===== src/rtl/spi_peripheral_ht16d35a_rx.sv =====
// Receive-only 3-wire SPI target modelling the HT16D35A input side.
// Ports: clk/reset (sync, active high); sck/dio/cs pins (async);
//   rx_data/rx_first/rx_valid/rx_ready head-of-FIFO stream;
//   busy, txn_done, txn_bytes transaction status; err_partial,
//   err_gap, err_overflow sticky protocol errors (cleared on cs fall).
module spi_peripheral_ht16d35a_rx #(
    parameter int FIFO_DEPTH = 4,
    parameter int CLK_2us    = 100,
    parameter int GAP_SZ     = $clog2(CLK_2us + 1)
) (
    input  logic       clk,
    input  logic       reset,
    input  logic       sck,
    input  logic       dio,
    input  logic       cs,
    output logic [7:0] rx_data,
    output logic       rx_first,
    output logic       rx_valid,
    input  logic       rx_ready,
    output logic       busy,
    output logic       txn_done,
    output logic [7:0] txn_bytes,
    output logic       err_partial,
    output logic       err_gap,
    output logic       err_overflow
);

    localparam int AW = (FIFO_DEPTH > 1) ? $clog2(FIFO_DEPTH) : 1;
    localparam logic [GAP_SZ-1:0] GAP_MAX = GAP_SZ'(CLK_2us);
    localparam logic [AW:0] DEPTH_C = (AW + 1)'(FIFO_DEPTH);

    typedef enum logic {ST_IDLE, ST_ACTIVE} state_t;

    state_t state, state_nxt;

    logic sck_s1, sck_s2, sck_s3;
    logic cs_s1, cs_s2, cs_s3;
    logic dio_s1, dio_s2;
    logic [1:0] fill;
    logic cs_armed;

    logic [2:0] bit_cnt;
    logic [6:0] shift;
    logic first_flag;
    logic [GAP_SZ-1:0] gap_cnt;

    logic [8:0] mem [FIFO_DEPTH];
    logic [AW-1:0] wr_ptr, rd_ptr;
    logic [AW:0] cnt;

    logic cs_fall, cs_rise, sck_rise, sck_fall;
    logic qual, q_rise, q_fall, byte_done;
    logic full, pop, push;
    logic [7:0] byte_val;

    // Synchronizers, preset to the idle pin levels.
    always_ff @(posedge clk) begin
        if (reset) begin
            sck_s1 <= 1'b1;
            sck_s2 <= 1'b1;
            sck_s3 <= 1'b1;
            cs_s1  <= 1'b1;
            cs_s2  <= 1'b1;
            cs_s3  <= 1'b1;
            dio_s1 <= 1'b0;
            dio_s2 <= 1'b0;
            fill   <= 2'b00;
            cs_armed <= 1'b0;
        end else begin
            sck_s1 <= sck;
            sck_s2 <= sck_s1;
            sck_s3 <= sck_s2;
            cs_s1  <= cs;
            cs_s2  <= cs_s1;
            cs_s3  <= cs_s2;
            dio_s1 <= dio;
            dio_s2 <= dio_s1;
            fill   <= {fill[0], 1'b1};
            // A cs fall only counts once cs has genuinely been seen high
            // after reset; the preset levels alone do not arm it.
            cs_armed <= cs_armed | (fill[1] & cs_s2);
        end
    end

    assign cs_fall  = cs_armed & ~cs_s2 & cs_s3;
    assign cs_rise  = cs_s2 & ~cs_s3;
    assign sck_rise = sck_s2 & ~sck_s3;
    assign sck_fall = ~sck_s2 & sck_s3;

    always_ff @(posedge clk) begin
        if (reset) state <= ST_IDLE;
        else       state <= state_nxt;
    end

    always_comb begin
        state_nxt = state;
        case (state)
            ST_IDLE:   if (cs_fall) state_nxt = ST_ACTIVE;
            ST_ACTIVE: if (cs_rise) state_nxt = ST_IDLE;
            default:   state_nxt = ST_IDLE;
        endcase
    end

    assign busy = (state == ST_ACTIVE);

    // cs high in the same cycle disqualifies the edge, which also
    // covers an sck edge coincident with the cs deassert edge.
    assign qual      = busy & ~cs_s2;
    assign q_rise    = qual & sck_rise;
    assign q_fall    = qual & sck_fall;
    assign byte_done = q_rise & (bit_cnt == 3'd7);
    assign byte_val  = {shift, dio_s2};

    assign rx_valid = (cnt != '0);
    assign full     = (cnt == DEPTH_C);
    assign pop      = rx_valid & rx_ready;
    assign push     = byte_done & (~full | pop);

    always_ff @(posedge clk) begin
        if (reset) begin
            bit_cnt      <= 3'd0;
            shift        <= 7'd0;
            first_flag   <= 1'b0;
            gap_cnt      <= '0;
            txn_bytes    <= 8'd0;
            txn_done     <= 1'b0;
            err_partial  <= 1'b0;
            err_gap      <= 1'b0;
            err_overflow <= 1'b0;
        end else begin
            txn_done <= cs_rise;
            if (cs_fall) begin
                bit_cnt      <= 3'd0;
                txn_bytes    <= 8'd0;
                err_partial  <= 1'b0;
                err_gap      <= 1'b0;
                err_overflow <= 1'b0;
                first_flag   <= 1'b1;
                // Preload so the first byte is never gap-checked.
                gap_cnt      <= GAP_MAX;
            end else begin
                if (byte_done)
                    gap_cnt <= '0;
                else if (sck_s2 && gap_cnt < GAP_MAX)
                    gap_cnt <= gap_cnt + 1'b1;

                if (q_fall && bit_cnt == 3'd0 && gap_cnt < GAP_MAX)
                    err_gap <= 1'b1;

                if (q_rise) begin
                    shift   <= {shift[5:0], dio_s2};
                    bit_cnt <= bit_cnt + 3'd1;
                end

                if (push) begin
                    first_flag <= 1'b0;
                    if (txn_bytes != 8'hFF)
                        txn_bytes <= txn_bytes + 8'd1;
                end

                if (byte_done && !push)
                    err_overflow <= 1'b1;

                if (cs_rise && bit_cnt != 3'd0) begin
                    err_partial <= 1'b1;
                    bit_cnt     <= 3'd0;
                end
            end
        end
    end

    always_ff @(posedge clk) begin
        if (reset) begin
            wr_ptr <= '0;
            rd_ptr <= '0;
            cnt    <= '0;
        end else begin
            if (push) begin
                mem[wr_ptr] <= {first_flag, byte_val};
                wr_ptr      <= wr_ptr + 1'b1;
            end
            if (pop)
                rd_ptr <= rd_ptr + 1'b1;
            case ({push, pop})
                2'b10:   cnt <= cnt + 1'b1;
                2'b01:   cnt <= cnt - 1'b1;
                default: cnt <= cnt;
            endcase
        end
    end

    // Head is forced to zero when empty so no stale entry is shown.
    assign rx_data  = rx_valid ? mem[rd_ptr][7:0] : 8'd0;
    assign rx_first = rx_valid ? mem[rd_ptr][8]   : 1'b0;

endmodule


===== config.mk =====
export PLATFORM = sky130hd
export DESIGN_NAME = spi_peripheral_ht16d35a_rx
export DESIGN_NICKNAME = d
export VERILOG_FILES = /design/src/rtl/spi_peripheral_ht16d35a_rx.sv
export SDC_FILE = /design/constraint.sdc
export NUM_CORES = 1
export LEC_CHECK = 0
export ABC_AREA = 1
export BUFFER_PORTS_ARGS = -buffer_cell sky130_fd_sc_hd__buf_2
export CAP_MARGIN = 30
export CORE_ASPECT_RATIO = 1.1
export CORE_MARGIN = 3
export CORE_UTILIZATION = 47
export DETAILED_ROUTE_END_ITERATION = 10
export PLACE_DENSITY = 0.67
export SYNTH_ARGS = -nofsm -noshare
export SYNTH_HDL_FRONTEND = slang
export SYNTH_SLANG_ARGS = --single-unit

===== constraint.sdc =====
create_clock -name clk -period 1.9 [get_ports clk]
set_clock_uncertainty 0.1 [all_clocks]
set_input_delay 0.57 -clock clk [delete_from_list [all_inputs] [get_ports clk]]
set_output_delay 0.57 -clock clk [all_outputs]
set_load 0.02 [all_outputs]

# --- Word-level counts from Yosys, hierarchy flattened ---
# Memories as Yosys holds them, arrays and structs flattened. A register that Yosys moved wholly into a read port is not among the register bits.
# Index checks and enable logic that the tools add are counted.
# Widths: inputs -> output; s select.
word_totals:
  regBits: 49
  latch_bits: 0
  mem_bits_rw: 36
  romBits: 0
  inputBits: 6
  output_inout_bits: 23
  elab_cells: 94
  mem_count: 1
classes:
  n_addsub: 7
  multipliers: 0
  div_mod_pow: 0
  order_cmp: 1
  n_eq_ne: 5
  shifts: 0
  muxes: 17
  bitwise_logic: 21
  n_reduce_logical: 17
memory_table:
  columns: ["name", "words", "word_bits", "read_ports", "rd_clocked_by_memory_dff", "wr", "line", "source"]
  rows:
  - ["mem", 4, 9, 1, 1, 1, "47", "logic [8:0] mem [FIFO_DEPTH];"]
op_table:
  columns: ["operator", "n"]
  rows:
  - ["$mux 7", 3]
  - ["$and 1x1->1", 12]
  - ["$mux 1", 9]
  - ["$reduce_bool 3->1", 3]
  - ["$add 8x1->8 const B", 1]
  - ["$mux 8", 1]
  - ["$ne 8x8->1 const B", 1]
  - ["$add 7x1->7 const B", 1]
  - ["$lt 7x7->1 const B", 1]
  - ["$not 1->1", 7]
  - ["$add 3x1->3 const B", 2]
  - ["$eq 3x3->1 const B", 2]
  - ["$pmux 3 s2", 1]
  - ["$reduce_or 3->1", 2]
  - ["$logic_and 1x1->1", 5]
  - ["$add 2x1->2 const B", 2]
  - ["$mux 2", 2]
  - ["$reduce_and 2->1", 2]
  - ["$reduce_bool 2->1", 2]
  - ["$logic_not 3->1", 1]
  - ["$sub 3x1->3 const B", 1]
  - ["$eq 2x1->1 const B", 1]
  - ["$eq 2x2->1 const B", 1]
  - ["$or 1x1->1", 2]
  - ["3 further kinds", 3]

# --- Depth between registers and ports, before layout ---
# Gate-level depths: netlist (run 1).
depth:
  ltp_word: 8
  ltp_mapped: 12
  depth_no_buf: 12

# --- Worst setup path after synthesis (run 1) ---
# Ideal clock, no wire load.
synth_path:
  path_type: "reg2reg"
  from: "register bit_cnt[0]"
  to: "register cnt[2]"
  setup_time_ns: 0.115
  arrival_ns: 1.784
  t_required_ns: 1.685
  slack_ns: -0.098
  stages_incl_launch_ff: 12
  path_buffers: 0
  synth_period_minus_slack_ns: 1.998
  cell_sequence: "dfxtp_1 -> ha_1 -> ha_1 -> inv_1 -> nor2_8 -> nor2_1 -> inv_1 -> fa_1 -> inv_1 -> nand4_1 -> a21oi_1 -> nor2_1"
synth_between:
  elab_chain_cells: 5
  word_cells_on_any_way: 7
  classes_between: "eq/ne (3); mux (1); bitwise (2); reduce/logical (1)"
synth_lines:
  columns: ["element", "line", "source"]
  rows:
  - ["start, declared", "42", "logic [2:0] bit_cnt;"]
  - ["start signal, assigned", "152", "bit_cnt <= bit_cnt + 3'd1;"]
  - ["$eq 3x3->1 (*)", "111", "assign byte_done = q_rise & (bit_cnt == 3'd7);"]
  - ["$and 1x1->1 (*)", "111", null]
  - ["$and 1x1->1 (*)", "117", "assign push = byte_done & (~full | pop);"]
  - ["$eq 2x1->1 or $eq 2x2->1 (tied branches)", "184", "case ({push, pop})"]
  - ["$pmux 3 s2 or $reduce_bool 2->1 (tied branches)", null, null]
  - ["end signal, assigned", "185", "2'b10: cnt <= cnt + 1'b1;"]
  - ["end signal, assigned", "186", "2'b01: cnt <= cnt - 1'b1;"]
  - ["end signal, assigned", "187", "default: cnt <= cnt;"]
  - ["end, declared", "49", "logic [AW:0] cnt;"]
# Every way passes the cells marked *; elsewhere a longest branch is shown, timed or not.
# A chain may end at the register's enable or synchronous reset.

==> results of run 1 <==
==> cell usage after synthesis <==
master and count:
a21oi_1 37, a21oi_2 1, buf_2 5, clkbuf_1 4, clkinv_1 3, dfxtp_1 51, edfxtp_1 36, fa_1 1
ha_1 9, inv_1 42, inv_2 2, nand2_1 62, nand2_2 1, nand2_4 2, nand3_1 22, nand3_2 1
nand3b_1 1, nand4_1 4, nor2_1 79, nor2_2 2, nor2_4 3, nor2_8 2, nor3_1 1, o21ai_0 25
o21bai_1 1, or2_2 5, xnor2_1 4, xor2_1 3
==> power breakdown <==
part / internal (mW) / switching (mW) / total (mW)
registers: 2.00 / 0.0569 / 2.06
clock network: 0.500 / 0.693 / 1.19
logic: 0.590 / 0.788 / 1.38
==> area by class of cell <==
| cell class | count | area, um^2 | area share |
|---|---|---|---|
| clock inverters | 7 | 58.8 | 0.0130 |
| multi-input cells | 266 | 1520 | 0.335 |
| clock buffers | 9 | 124 | 0.0273 |
| repair buffers | 56 | 412 | 0.0907 |
| well taps | 105 | 131 | 0.0289 |
| flip-flops and latches | 87 | 2110 | 0.465 |
| inverters | 47 | 185 | 0.0408 |
==> through the flow <==
step	hold slack, ps	std cells
5_1_grt	281	577
4_1_cts	281	574
3_3_place_gp	290	556
6_report	297	577
3_5_place_dp	295	556
2_1_floorplan	288	409
==> registers in the layout, indices dropped and copies added (netlist names), 2 cells and up, named ones only <==
register,flops
mem,36
txn_bytes,8
gap_cnt,7
shift,7
bit_cnt,3
cnt,3
fill,2
rd_ptr,2
wr_ptr,2
==> cell families (layout without fill, tap and decap cells) <==
group,after synthesis,after routing,share of synthesized area
AO/OA/AOI/OAI,64,64,0.0889
AND/OR/NAND/NOR,185,185,0.227
buffers and inverters,56,119,0.0589
XOR/XNOR,7,7,0.0167
adder cells (fa/ha/maj),10,10,0.0361
flip-flops,87,87,0.572
==> path summary, 6_finish.rpt <==
path / start / end / slack [ps]
setup / recovery: flop / rx_data[5] / -200
hold / removal: sck / sck_s1$_SDFF_PP1_ / 300
setup reg to reg: bit_cnt[0]$_SDFFE_PP0P_ / cnt[2]$_SDFFE_PP0P_ / 60
hold reg to reg: dio_s1$_SDFF_PP0_ / dio_s2$_SDFF_PP0_ / 310
==> worst max-delay path: stages, from the launching register on <==
cell and delay (ps):
dfxtp_4 410, clkinvlp_4 110, buf_6 150, o21ai_1 170, a21oi_2 70, buf_4 150
==> repair_timing <==
action | in CTS | in global routing
setup buffers | 2 | 0
resized for setup | 53 | 31
setup endpoints to repair | 11 | 47
hold buffers | 0 | 0
pin swaps | 4 | 11
cloned | 0 | 3
==> layer usage <==
layer,vias to the layer above,track usage
met1,1287,0.189
met5,-,0
met2,27,0.310
met4,0,0.0565
met3,9,0.0351
li1,1442,-
==> metrics.yaml, run 1 <==
route:
  vias_per_cell: 4.79
  totalWireLength_um: 7230
  wl_met1_um: 3120
  top_layer: "met4"
  wl_per_cell_um: 12.5
  drt_iter0_drc: 93
  dr.pass1.iters: 4
  wl_met3_um: 158
  num_vias: 2765
  drc_errors: 0
  drtAntennaViolNets: 0
  wl_met2_um: 3840
power:
  peakVddDrop_mv: 0.536
  power.density_mw_per_mm2: 1020
  total_power_mw: 4.63
  p_leak_nw: 1.91
die:
  die_w_um: 90.3
  io_pins: 29
  initial_utilization: 0.489
  core_mm2: 0.00751
  die_h_um: 98.7
  die_area_mm2: 0.00891
  rows: 33
critical_path:
  crit_path_end_kind: "output pin"
  start_kind: "flop"
  cp.required_ps: 1230
  criticalPathCategory: "flop to output pin"
  critical_path.max_fanout: 10
  worstPathArrival_ps: 1430
  reg2reg_depth: 12
cells_and_area:
  layout_common_cells: "nor2_1, nand2_1, dfxtp_1, inv_1, edfxtp_1"
  antennaDiodeCount: 0
  final_nets: 483
  syn2layout_area_growth_pct: 23.6
  layout-drive-gt1-share: 0.297
  final_common_cell: "nor2_1"
  final_core_util: 0.604
  num-fill-cells: 656
  stdcell_area_mm2: 0.00454
timing:
  fin_tns_setup_ps: -1660
  hold_viol_final: 0
  setup_ws_ps: -201
  rsz0062_at_grt: "yes"
  maxSlewHeadroom: 0.825
  finalCriticalPeriod_ps: 2100
  setup_viol: 9
  tightest_slew_ps: 262
  fmax_mhz: 476
  maxSlewViolCount: 0
  period_share: 1.11
run:
  drv_cap: 0
place:
  placed_cell_area_mm2: 0.00412
  place_ws_ps: -93.9
  dpl.hpwl_um: 4930
  place_congestion: 0.810
  numPortBuffers: 28
clocking:
  clkSinkCount: 87
  clkLatencyLatePin_ps: 350
  clkTransAtPathRegs_ps: 90
  cts_made_buffers: 9
  cts_max_level: 3
  ctsLongestPathBuffers: 2
  cts_root_buf: "clkbuf_8"
  cts_tree: "yes"
global_routing:
  grt_max_degree: 20
  grt_pass1_wl_um: 11900
  antenna_found_initial: 0
  grt_usage: 0.167
  grt_overflow: 0
  grt_pass1_vias: 2699
synthesis:
  synth_top_area_share: 0.294
  syn-num-nets: 425
  synth_area_mm2: 0.00367
  yosys_register_bits: 87
  synth.largest_area_cell: "edfxtp_1"
  synthTopCellsByArea: "edfxtp_1, dfxtp_1, nor2_1"
  synthCells: 409
  yosysWarnings: 0
  avgSynthCellArea_um2: 8.98
  ys_seq_area_frac: 0.572
  synthDistinctLibCells: 28
outcome:
  violations: "negative setup slack"
  status: "finished, violations left"
worst_hold_path:
  hold_depth: 2
  hp-class: "primary input to flop"
Note: power is estimated with default switching activity, not from simulation.
==> inputs of run 2 (changes only) <==
--- a/config.mk
+++ b/config.mk
@@ -13,6 +13,7 @@
 export CORE_UTILIZATION = 47
 export DETAILED_ROUTE_END_ITERATION = 10
 export PLACE_DENSITY = 0.67
+export SKIP_LAST_GASP = 1
 export SYNTH_ARGS = -nofsm -noshare
 export SYNTH_HDL_FRONTEND = slang
 export SYNTH_SLANG_ARGS = --single-unit
==> run 2 against run 1 <==
The flow still finishes with violations (negative setup slack). Via count is 0.33% lower. Fmax hardly changed. Clock-buffer cell count stayed put. Global-route usage hardly changed. Sequential share of layout area is 0.15 points higher. First-iteration DRC count is 2.2% higher. Register-to-register slack hardly changed. Critical path type unchanged. Largest cell class unchanged.
==> metrics.yaml, run 2 (synthesis gave the netlist of run 1 again) <==
clocking:
  ctsLongestPathBuffers: 2  # unchanged
  cts_max_level: 3  # unchanged
  cts_made_buffers: 9  # unchanged
  cts_tree: "yes"
  holdBufCountCts: 0  # unchanged
  cts_root_buf: "clkbuf_8"
  clkTransAtPathRegs_ps: 90  # about the same
  clkSinkCount: 87  # unchanged
  clkLatencyLatePin_ps: 350  # about the same
route:
  drtAntennaViolNets: 0  # unchanged
  drt_iter0_drc: 95  # +2.2%
  totalWireLength_um: 7190  # -0.46%
  wl_per_cell_um: 12.5  # -0.46%
  num_vias: 2756  # -0.33%
  vias_per_cell: 4.78  # -0.33%
  drc_errors: 0  # unchanged
  dr.pass1.iters: 4  # unchanged
power:
  clkPwrFrac: 0.259  # about the same
  total_power_mw: 4.62  # -0.33%
  switchingPower_mw: 1.53  # -0.37%
  p_leak_nw: 1.90  # -0.13%
  pwr-share-seq: 0.446  # about the same
  switching_share: 0.332  # about the same
  p_int_mw: 3.08  # -0.32%
  power.density_mw_per_mm2: 1020  # about the same
  combPwrFrac: 0.295  # -0.003
  peakVddDrop_mv: 0.536  # about the same
timing:
  hold_viol_final: 0  # unchanged
  period_share: 1.11  # about the same
  setup_ws_ps: -203  # -1.78 ps
  maxSlewHeadroom: 0.825  # about the same
  rsz0062_at_grt: "yes"
  tightest_slew_ps: 262  # -0.180 ps
  maxSlewViolCount: 0  # unchanged
  finalCriticalPeriod_ps: 2100  # +1.78 ps
  fmax_mhz: 476  # about the same
  setup_viol: 9  # unchanged
critical_path:
  criticalPathCategory: "flop to output pin"
  worstPathArrival_ps: 1430  # about the same
  critical_path.max_fanout: 8  # -2
  cp.required_ps: 1230  # about the same
  crit_path_end_kind: "output pin"
  start_kind: "flop"
die:
  io_pins: 29  # unchanged
  rows: 33  # unchanged
  die_h_um: 98.7  # unchanged
  die_w_um: 90.3  # unchanged
  initial_utilization: 0.489  # unchanged
  die_area_mm2: 0.00891  # unchanged
  core_mm2: 0.00751  # unchanged
place:
  placed_cell_area_mm2: 0.00412  # unchanged
  place_congestion: 0.810  # unchanged
  place_ws_ps: -93.9  # unchanged
  dpl.hpwl_um: 4930  # unchanged
  numPortBuffers: 28  # unchanged
cells_and_area:
  top_register: "mem"
  layout-drive-gt1-share: 0.292  # -0.00424
  final_nets: 483  # unchanged
  stdcell_area_mm2: 0.00452  # -0.33%
  final_common_cell: "nor2_1"
  largest_reg_flops: 36  # unchanged
  syn2layout_area_growth_pct: 23.2
  top_regs: "mem x36, txn_bytes x8"
  layout_common_cells: "nor2_1, nand2_1, dfxtp_1, inv_1, edfxtp_1"
  antennaDiodeCount: 0  # unchanged
global_routing:
  grt_usage: 0.166  # about the same
  antenna_found_initial: 0  # unchanged
  grt_pass1_wl_um: 11900  # unchanged
  grt_pass1_vias: 2694  # -0.19%
  grt_overflow: 0  # unchanged
  grt_max_degree: 20  # unchanged
worst_hold_path:
  hp-class: "primary input to flop"
run:
  drv_cap: 0  # unchanged
outcome:
  status: "finished, violations left"
  violations: "negative setup slack"
run 2: cell count changes in the layout (fill, tap and decap cells not counted):
cell | previous run | this run
buf_4 | 25 | 26
nor2_1 | 63 | 64
o21ai_1 | 9 | 10
nor2_4 | 7 | 6
o21ai_2 | 9 | 8
buf_6 | 7 | 6
run 2: path summary, 6_finish.rpt:
check / end / slack [ps] / cells past startpoint / from
hold / removal: sck_s1$_SDFF_PP1_ / 300 / 2 / sck
hold reg to reg: dio_s2$_SDFF_PP0_ / 310 / 2 / dio_s1$_SDFF_PP0_
setup / recovery: rx_data[7] / -200 / 6 / flop
setup reg to reg: cnt[2]$_SDFFE_PP0P_ / 60 / 12 / bit_cnt[0]$_SDFFE_PP0P_
run 2: timing repair:
action / CTS / global route
hold endpoints to repair: 0 / 0
gates resized for setup: 52 / 28
buffers inserted: 2 / 0
endpoints found under the setup margin: 11 / 47
cloned: 0 / 3
pin swaps: 4 / 11
run 2: metrics by stage:
stage	hold WS [ps]	cells	utilization	setup TNS, ps
CTS	281	574	0.587	-1470
global placement	290	556	0.549	-37.9
detailed placement	295	556	0.549	-133
finish	298	577	0.602	-1640
floorplan	288	409	-	-2770
global route	281	577	0.602	-2380
run 2: per-layer routing:
layer	wire (um)	global-route usage	vias up
met3	146	0.0351	9
li1	-	-	1440
met2	3840	0.307	25
met1	3100	0.191	1282
met5	0	0	-
met4	104	0.0565	0
run 2: area by class of cell:
type,instances,area (um^2)
Fill cell,660,2990
Sequential cell,87,2110
Multi-Input combinational cell,266,1510
Timing Repair Buffer,56,408
Inverter,47,185
Tap cell,105,131
Clock buffer,9,124
Clock inverter,7,58.8
run 2: worst max-delay path, stage by stage (launching register included):
cell     delay [ps]
dfxtp_4         410
buf_8           140
nor2_2           40
nor2_1          130
o21ai_2          90
a21oi_2         130
buf_4           140
run 2: power by group through the flow:
stage	clock, mW	combinational (mW)	sequential [mW]
floorplan	0	0.742	2.06
global placement	0	1.12	2.07
detailed placement	0	1.14	2.08
CTS	1.23	1.33	2.05
global route	1.31	1.49	2.07
finish	1.20	1.36	2.06
